==> config.mk <==
export PLATFORM = sky130hd
export DESIGN_NAME = mem_stage
export DESIGN_NICKNAME = d
export VERILOG_FILES = /design/src/rtl/riscv_pkg.sv /design/src/rtl/mem_load_align.sv /design/src/rtl/mem_stage.sv
export SDC_FILE = /design/constraint.sdc
export NUM_CORES = 1
export LEC_CHECK = 0
export CORE_AREA = 5 5 149 151
export DETAILED_ROUTE_END_ITERATION = 12
export DIE_AREA = 0 0 154 156
export GPL_TIMING_DRIVEN = 0
export PLACE_DENSITY = 0.61
export SYNTH_ARGS = -nofsm -noshare
export SYNTH_HDL_FRONTEND = slang
export SYNTH_HIERARCHICAL = 1
export SYNTH_SLANG_ARGS = --single-unit
export TNS_END_PERCENT = 1
==> constraint.sdc <==
create_clock -name clk_i -period 2.6 [get_ports clk_i]
set_input_delay 0.52 -clock clk_i [delete_from_list [all_inputs] [get_ports clk_i]]
set_output_delay 0.52 -clock clk_i [all_outputs]
set_load 0.02 [all_outputs]
==> src/rtl/riscv_pkg.sv <==
// riscv_pkg: types shared by the pipeline stages.
//   XLEN         - datapath and address width (32 only)
//   operation_e  - decoded operation; UNKNOWN (all zeros) marks a bubble
//   rd_port_t    - destination register port {addr, data, valid}
//   mem_state_e  - data-memory access FSM states
//   dmem_req_t   - data-memory request fields {we, be, addr, wdata}
//   op_is_*      - operation classification helpers
package riscv_pkg;

    localparam int XLEN = 32;

    typedef enum logic [4:0] {
        UNKNOWN = 5'd0,
        ADD     = 5'd1,
        SUB     = 5'd2,
        XOR     = 5'd3,
        OR      = 5'd4,
        AND     = 5'd5,
        SLL     = 5'd6,
        SRL     = 5'd7,
        SRA     = 5'd8,
        SLT     = 5'd9,
        SLTU    = 5'd10,
        LUI     = 5'd11,
        AUIPC   = 5'd12,
        JAL     = 5'd13,
        JALR    = 5'd14,
        BEQ     = 5'd15,
        BNE     = 5'd16,
        LB      = 5'd17,
        LH      = 5'd18,
        LW      = 5'd19,
        LBU     = 5'd20,
        LHU     = 5'd21,
        SB      = 5'd22,
        SH      = 5'd23,
        SW      = 5'd24
    } operation_e;

    typedef struct packed {
        logic [4:0]      addr;
        logic [XLEN-1:0] data;
        logic            valid;
    } rd_port_t;

    typedef enum logic [1:0] {
        IDLE = 2'd0,
        REQ  = 2'd1,
        WAIT = 2'd2
    } mem_state_e;

    typedef struct packed {
        logic            we;
        logic [3:0]      be;
        logic [XLEN-1:0] addr;
        logic [XLEN-1:0] wdata;
    } dmem_req_t;

    function automatic logic op_is_load(input operation_e op);
        case (op)
            LB, LH, LW, LBU, LHU: op_is_load = 1'b1;
            default:              op_is_load = 1'b0;
        endcase
    endfunction

    function automatic logic op_is_store(input operation_e op);
        case (op)
            SB, SH, SW: op_is_store = 1'b1;
            default:    op_is_store = 1'b0;
        endcase
    endfunction

    function automatic logic op_is_half(input operation_e op);
        case (op)
            LH, LHU, SH: op_is_half = 1'b1;
            default:     op_is_half = 1'b0;
        endcase
    endfunction

    function automatic logic op_is_word(input operation_e op);
        case (op)
            LW, SW:  op_is_word = 1'b1;
            default: op_is_word = 1'b0;
        endcase
    endfunction

endpackage

==> src/rtl/mem_load_align.sv <==
// mem_load_align: selects the addressed byte/half/word from the read data
// and sign- or zero-extends it according to the load operation.
//   rdata     in  raw word returned by the data memory
//   offset    in  byte offset within the word (addr[1:0])
//   operation in  load operation (non-loads pass rdata through)
//   result    out aligned, extended load value
module mem_load_align
    import riscv_pkg::*;
(
    input  logic [XLEN-1:0] rdata,
    input  logic [1:0]      offset,
    input  operation_e      operation,
    output logic [XLEN-1:0] result
);

    logic [7:0]  byte_s;
    logic [15:0] half_s;

    // Lane selection followed by extension.
    always_comb begin
        byte_s = 8'h00;
        half_s = 16'h0000;
        result = rdata;
        case (offset)
            2'd0:    byte_s = rdata[7:0];
            2'd1:    byte_s = rdata[15:8];
            2'd2:    byte_s = rdata[23:16];
            2'd3:    byte_s = rdata[31:24];
            default: byte_s = 8'h00;
        endcase
        if (offset[1]) begin
            half_s = rdata[31:16];
        end else begin
            half_s = rdata[15:0];
        end
        case (operation)
            LB:      result = {{24{byte_s[7]}}, byte_s};
            LBU:     result = {24'h000000, byte_s};
            LH:      result = {{16{half_s[15]}}, half_s};
            LHU:     result = {16'h0000, half_s};
            default: result = rdata;
        endcase
    end

endmodule

==> src/rtl/mem_stage.sv <==
// mem_stage: memory pipeline stage between EX-MEM and MEM-WB.
// Issues loads/stores on a req/gnt/rvalid bus, aligns load data, stalls
// upstream while an access is outstanding and drives the MEM-WB register.
//   clk_i, rst_i            clock, synchronous active-high reset
//   pcM_i .. stallM_i       EX-MEM register outputs
//   dmem_*                  data-memory bus (req/we/be/addr/wdata out,
//                           gnt/rvalid/rdata in)
//   stall_o                 combinational hold to the hazard logic
//   pcW_o .. misalignedW_o  MEM-WB register outputs
module mem_stage
    import riscv_pkg::*;
#(
    parameter int XLEN = 32
) (
    input  logic            clk_i,
    input  logic            rst_i,
    input  logic [XLEN-1:0] pcM_i,
    input  logic [XLEN-1:0] instrM_i,
    input  operation_e      operationM_i,
    input  rd_port_t        rdM_port_i,
    input  logic            memM_wrt_ena_i,
    input  logic [XLEN-1:0] memM_addr_i,
    input  logic [XLEN-1:0] memM_wdata_i,
    input  logic            stallM_i,
    output logic            dmem_req_o,
    output logic            dmem_we_o,
    output logic [3:0]      dmem_be_o,
    output logic [XLEN-1:0] dmem_addr_o,
    output logic [XLEN-1:0] dmem_wdata_o,
    input  logic            dmem_gnt_i,
    input  logic            dmem_rvalid_i,
    input  logic [XLEN-1:0] dmem_rdata_i,
    output logic            stall_o,
    output logic [XLEN-1:0] pcW_o,
    output logic [XLEN-1:0] instrW_o,
    output operation_e      operationW_o,
    output rd_port_t        rdW_port_o,
    output logic            misalignedW_o
);

    logic            is_load_s;
    logic            is_store_s;
    logic            mem_op_s;
    logic            misaligned_s;
    logic            access_s;
    logic            req_s;
    logic            done_s;
    mem_state_e      state_r;
    mem_state_e      state_next_s;
    dmem_req_t       dreq_s;
    logic [XLEN-1:0] load_data_s;

    // Classify the incoming instruction; a bubble or a disabled store is
    // not a memory operation at all.
    always_comb begin
        is_load_s    = op_is_load(operationM_i);
        is_store_s   = op_is_store(operationM_i);
        mem_op_s     = !stallM_i && (is_load_s || (is_store_s && memM_wrt_ena_i));
        misaligned_s = mem_op_s &&
                       ((op_is_half(operationM_i) && memM_addr_i[0]) ||
                        (op_is_word(operationM_i) && (memM_addr_i[1:0] != 2'b00)));
        access_s     = mem_op_s && !misaligned_s;
    end

    // Request fields: word address, byte lanes and lane-replicated data.
    always_comb begin
        dreq_s.we    = is_store_s;
        dreq_s.addr  = {memM_addr_i[31:2], 2'b00};
        dreq_s.be    = 4'h0;
        dreq_s.wdata = 32'h0000_0000;
        case (operationM_i)
            SB, LB, LBU: begin
                dreq_s.be    = 4'b0001 << memM_addr_i[1:0];
                dreq_s.wdata = {4{memM_wdata_i[7:0]}};
            end
            SH, LH, LHU: begin
                dreq_s.be    = 4'b0011 << memM_addr_i[1:0];
                dreq_s.wdata = {2{memM_wdata_i[15:0]}};
            end
            SW, LW: begin
                dreq_s.be    = 4'hF;
                dreq_s.wdata = memM_wdata_i;
            end
            default: begin
                dreq_s.be    = 4'h0;
                dreq_s.wdata = 32'h0000_0000;
            end
        endcase
    end

    // Access FSM state register.
    always_ff @(posedge clk_i) begin
        if (rst_i) begin
            state_r <= IDLE;
        end else begin
            state_r <= state_next_s;
        end
    end

    // Access FSM next state; the request is raised in the same cycle the
    // instruction arrives and held until granted. rvalid only counts in WAIT.
    always_comb begin
        state_next_s = state_r;
        req_s        = 1'b0;
        done_s       = 1'b0;
        case (state_r)
            IDLE: begin
                if (access_s) begin
                    req_s        = 1'b1;
                    state_next_s = dmem_gnt_i ? WAIT : REQ;
                end else begin
                    state_next_s = IDLE;
                end
            end
            REQ: begin
                req_s = 1'b1;
                if (dmem_gnt_i) begin
                    state_next_s = WAIT;
                end else begin
                    state_next_s = REQ;
                end
            end
            WAIT: begin
                if (dmem_rvalid_i) begin
                    done_s       = 1'b1;
                    state_next_s = IDLE;
                end else begin
                    state_next_s = WAIT;
                end
            end
            default: begin
                state_next_s = IDLE;
            end
        endcase
    end

    // Reset masks the request and stall combinationally.
    assign dmem_req_o = req_s && !rst_i;
    assign stall_o    = access_s && !done_s && !rst_i;

    // Bus fields are driven only alongside an active request.
    always_comb begin
        if (dmem_req_o) begin
            dmem_we_o    = dreq_s.we;
            dmem_be_o    = dreq_s.be;
            dmem_addr_o  = dreq_s.addr;
            dmem_wdata_o = dreq_s.wdata;
        end else begin
            dmem_we_o    = 1'b0;
            dmem_be_o    = 4'h0;
            dmem_addr_o  = 32'h0000_0000;
            dmem_wdata_o = 32'h0000_0000;
        end
    end

    mem_load_align u_load_align (
        .rdata     (dmem_rdata_i),
        .offset    (memM_addr_i[1:0]),
        .operation (operationM_i),
        .result    (load_data_s)
    );

    // MEM-WB register: bubble while stalled, otherwise capture the
    // instruction with load data merged and write-back suppressed for
    // stores and misaligned accesses.
    always_ff @(posedge clk_i) begin
        if (rst_i) begin
            pcW_o         <= 32'h0000_0000;
            instrW_o      <= 32'h0000_0000;
            operationW_o  <= UNKNOWN;
            rdW_port_o    <= '0;
            misalignedW_o <= 1'b0;
        end else if (stall_o) begin
            pcW_o         <= 32'h0000_0000;
            instrW_o      <= 32'h0000_0000;
            operationW_o  <= UNKNOWN;
            rdW_port_o    <= '0;
            misalignedW_o <= 1'b0;
        end else begin
            pcW_o            <= pcM_i;
            instrW_o         <= instrM_i;
            operationW_o     <= operationM_i;
            rdW_port_o.addr  <= rdM_port_i.addr;
            rdW_port_o.data  <= (access_s && is_load_s) ? load_data_s : rdM_port_i.data;
            rdW_port_o.valid <= rdM_port_i.valid && !misaligned_s && !(access_s && is_store_s);
            misalignedW_o    <= misaligned_s;
        end
    end

endmodule

==> results.py <==
metrics = {
    "die": {
        "fp-row-count": 53,
        "die_x_um": 154,
        "die_area_um2": 24000,
        "start_util_pct": 25.5,
        "io_pins": 388,
        "die_y_um": 156,
        "core_area_um2": 20700,
    },
    "timing": {
        "setup_violations": 64,
        "timing.hold.ws_ns": 0.519,
        "finalHoldViolations": 0,
        "finalSetupTns_ns": -6.27,
        "drv_slew": 0,
        "post-route-min-period_ns": 2.76,
        "setup_slack_ns": -0.156,
        "tightest_slew_ns": 1.03,
        "rsz0062_at_grt": "true",
        "fin_worst_skew_ns": 0.0148,
        "relSlewSlack_pct": 30.7,
        "fin_crit_sh_pct": 106,
        "fmax_mhz": 363,
    },
    "global_routing": {
        "grt.total_usage_pct": 17.8,
        "grt_max_degree": 22,
        "antenna_found_initial": 0,
        "grt_pass1_vias": 5657,
        "grt_pass1_wl_um": 33400,
        "grt_overflow_total": 0,
    },
    "worst_setup_path": {
        "start_kind": "primary input",
        "reg2reg_from": "state_r[1]",
        "critPathCaptureType": "output port",
        "r2r-end": "state_r[0]",
        "criticalPathCategory": "in -> out",
        "cp_max_fo": 5,
        "critPathArrivalTime_ns": 2.24,
        "required_ns": 2.08,
        "reg2reg_slack_ns": 1.03,
        "reg2reg_depth": 5,
    },
    "power": {
        "seqPwrFrac_pct": 40.7,
        "p_leak_nw": 4.10,
        "ir_worst_vdd_mv": 0.258,
        "power_density_nw_per_um2": 426,
        "swShare_pct": 28.8,
        "clock_power_share_pct": 31.3,
        "combPwrFrac_pct": 28.0,
        "p_int_mw": 3.18,
        "p_switching_mw": 1.28,
    },
    "synthesis": {
        "ys_top_cells_by_area": "dfxtp_1 (42%), and2_1 (13%), mux2i_1 (6.3%), nor2_2 (3.6%), nor2_1 (3.5%)",
        "ys_async_sr_fraction_pct": 0,
        "yosysWarningCount": 6,
        "synthFlopType": "dfxtp_1",
        "synthCells": 544,
        "synth_edf_count": 0,
        "ys_ff_latch": 110,
        "synth.avg_cell_area_um2": 9.68,
        "synth_commonest_cells": "and2_1 (112), dfxtp_1 (110), nor2_1 (49)",
        "yosys.area.top_type_share_pct": 41.8,
        "synth_top_area_cell": "dfxtp_1",
        "synth_cell_types": 58,
        "ys_seq_area_share_pct": 41.8,
        "synth_most_common_cell": "and2_1",
        "netlist_area_um2": 5270,
    },
    "hold_path": {
        "holdCritStartpoint": "operationM_i[0]",
        "hold_end": "operationW_o[0]",
        "min_path_cells": 3,
        "min_path_type": "in -> reg",
    },
    "routing": {
        "dr.pass1.iters": 4,
        "viasPerCell": 4.39,
        "ant_nets": 0,
        "drc": 0,
        "vias": 5454,
        "wl_um": 22800,
        "drt_iter0_drc": 242,
        "avgRoutedWirePerCell_um": 18.4,
    },
    "finish": {
        "area_delta_synth_final_pct": 98.8,
        "drive_gt1_share_pct": 26.7,
        "fillers": 1969,
        "layout.nets": 1170,
    },
    "clock_network": {
        "htreeDepth": 3,
        "clkSlewWorstSetupHoldPaths_ns": 0.08,
        "cts_tree": "built",
        "cts_buffer_depth": 2,
        "cts_buffers": 9,
        "clk_latency_ns": 0.37,
        "numClockSinks": 110,
        "cts-root-buf": "clkbuf_16",
    },
    "placement": {
        "dp_hpwl_um": 18400,
        "port_buffers": 384,
        "gp_congestion": 0.807,
    },
    "status": {
        "status": "complete, but fails checks",
        "failed_checks": "setup timing",
    },
    "flow_run": {
        "max-cap-violations": 0,
    },
}
[logic make-up (layout without fill, tap and decap cells)]
group	count (synthesis)	in the layout	synth area share, %
simple gates	249	249	27.9
flops	110	110	41.8
compound gates	87	87	13.3
buf+inv	53	474	6.63
mux	42	42	9.91
xor+xnor	2	2	0.333
other cells	1	3	0.0712
[metrics by stage]
stage	instance area (µm²)	utilization (%)	setup WS, ns	std cells	total power [mW]
final	10500	50.6	-0.156	1242	4.46
after global routing	10500	50.6	-0.206	1241	4.65
after CTS	10200	49.4	-0.230	1234	4.48
after detailed placement	9490	45.9	-1.74	1204	3.02
after global placement	9490	45.9	-1.71	1204	3.01
after floorplan	5310	-	-0.0313	545	2.35
[worst max-delay path: stages]
cell,delay (ns)
buf_6,0.10
buf_6,0.12
buf_12,0.12
nor3_4,0.24
and3_4,0.27
o21ai_4,0.08
o21a_4,0.26
buf_6,0.13
buf_6,0.13
a21oi_4,0.14
buf_6,0.14
[power by group through the flow]
| stage | combinational, mW | sequential (mW) | clock (mW) |
|---|---|---|---|
| floorplan | 0.362 | 1.99 | 0 |
| global placement | 1.16 | 1.85 | 0 |
| detailed placement | 1.16 | 1.86 | 0 |
| CTS | 1.23 | 1.82 | 1.44 |
| global route | 1.33 | 1.82 | 1.50 |
| finish | 1.25 | 1.81 | 1.40 |
[worst max path at each step]
stage	startpoint	cells past startpoint	to	slack, ns
after floorplan	operationM_i[0]	8	dmem_be_o[0]	-0.03
after global placement	operationM_i[0]	8	dmem_wdata_o[0]	-1.71
after detailed placement	operationM_i[0]	8	dmem_wdata_o[0]	-1.74
after CTS	operationM_i[1]	10	dmem_wdata_o[4]	-0.23
after global routing	operationM_i[1]	11	dmem_wdata_o[14]	-0.21
final	operationM_i[1]	11	dmem_wdata_o[15]	-0.16
[area by class of cell]
cell class	instances	area (µm²)	share of cell area (%)
antenna	1	2.50	0.0239
buffer	38	377	3.60
clock buffer	9	225	2.15
clock inverter	7	77.6	0.741
inverter	13	51.3	0.490
multi-input combinational	382	3050	29.1
sequential	110	2200	21.0
tap	275	344	3.29
timing repair buffer	407	4140	39.6
[sequential cells by signal, summed over array words and instances, names as in the netlist]
| register | cells |
|---|---|
| rdW_port_o | 38 |
| instrW_o | 32 |
| pcW_o | 32 |
| operationW_o | 5 |
| state_r | 2 |
| misalignedW_o | 1 |
[layout by cell type, fill, tap and decap left out, types with 7 or more instances in the layout]
cell	synthesis	final
a211oi_1	7	7
a21o_1	16	16
a221o_1	8	8
a222oi_1	7	7
a22oi_1	16	16
and2_1	112	96
and2_2	0	9
and2_4	0	7
buf_4	3	29
buf_6	12	80
clkbuf_16	0	9
clkdlybuf4s50_1	0	307
dfxtp_1	110	110
inv_1	12	12
mux2i_1	33	33
mux4_2	8	8
nand2_1	8	7
nor2_1	49	25
nor2_2	30	34
nor2_4	0	20
nor2b_1	12	12
[per-layer routing]
metal / wire length, µm / up-vias / global-route usage (%)
met1: 8990 / 2508 / 20.8
met5: 0 / - / 0
met2: 11700 / 231 / 32.1
met4: 313 / 0 / 4.33
li1: - / 2694 / -
met3: 1770 / 21 / 5.46
[repair_timing]
| item | 4_1_cts | 5_1_grt |
|---|---|---|
| setup buffers | 14 | 7 |
| resized for setup | 514 | 48 |
| pin swaps | 14 | 30 |
| cloned | 2 | 0 |
| setup endpoints to repair | 172 | 69 |
| hold buffers | 0 | 0 |
No activity file was read; power rests on OpenSTA's default activity.
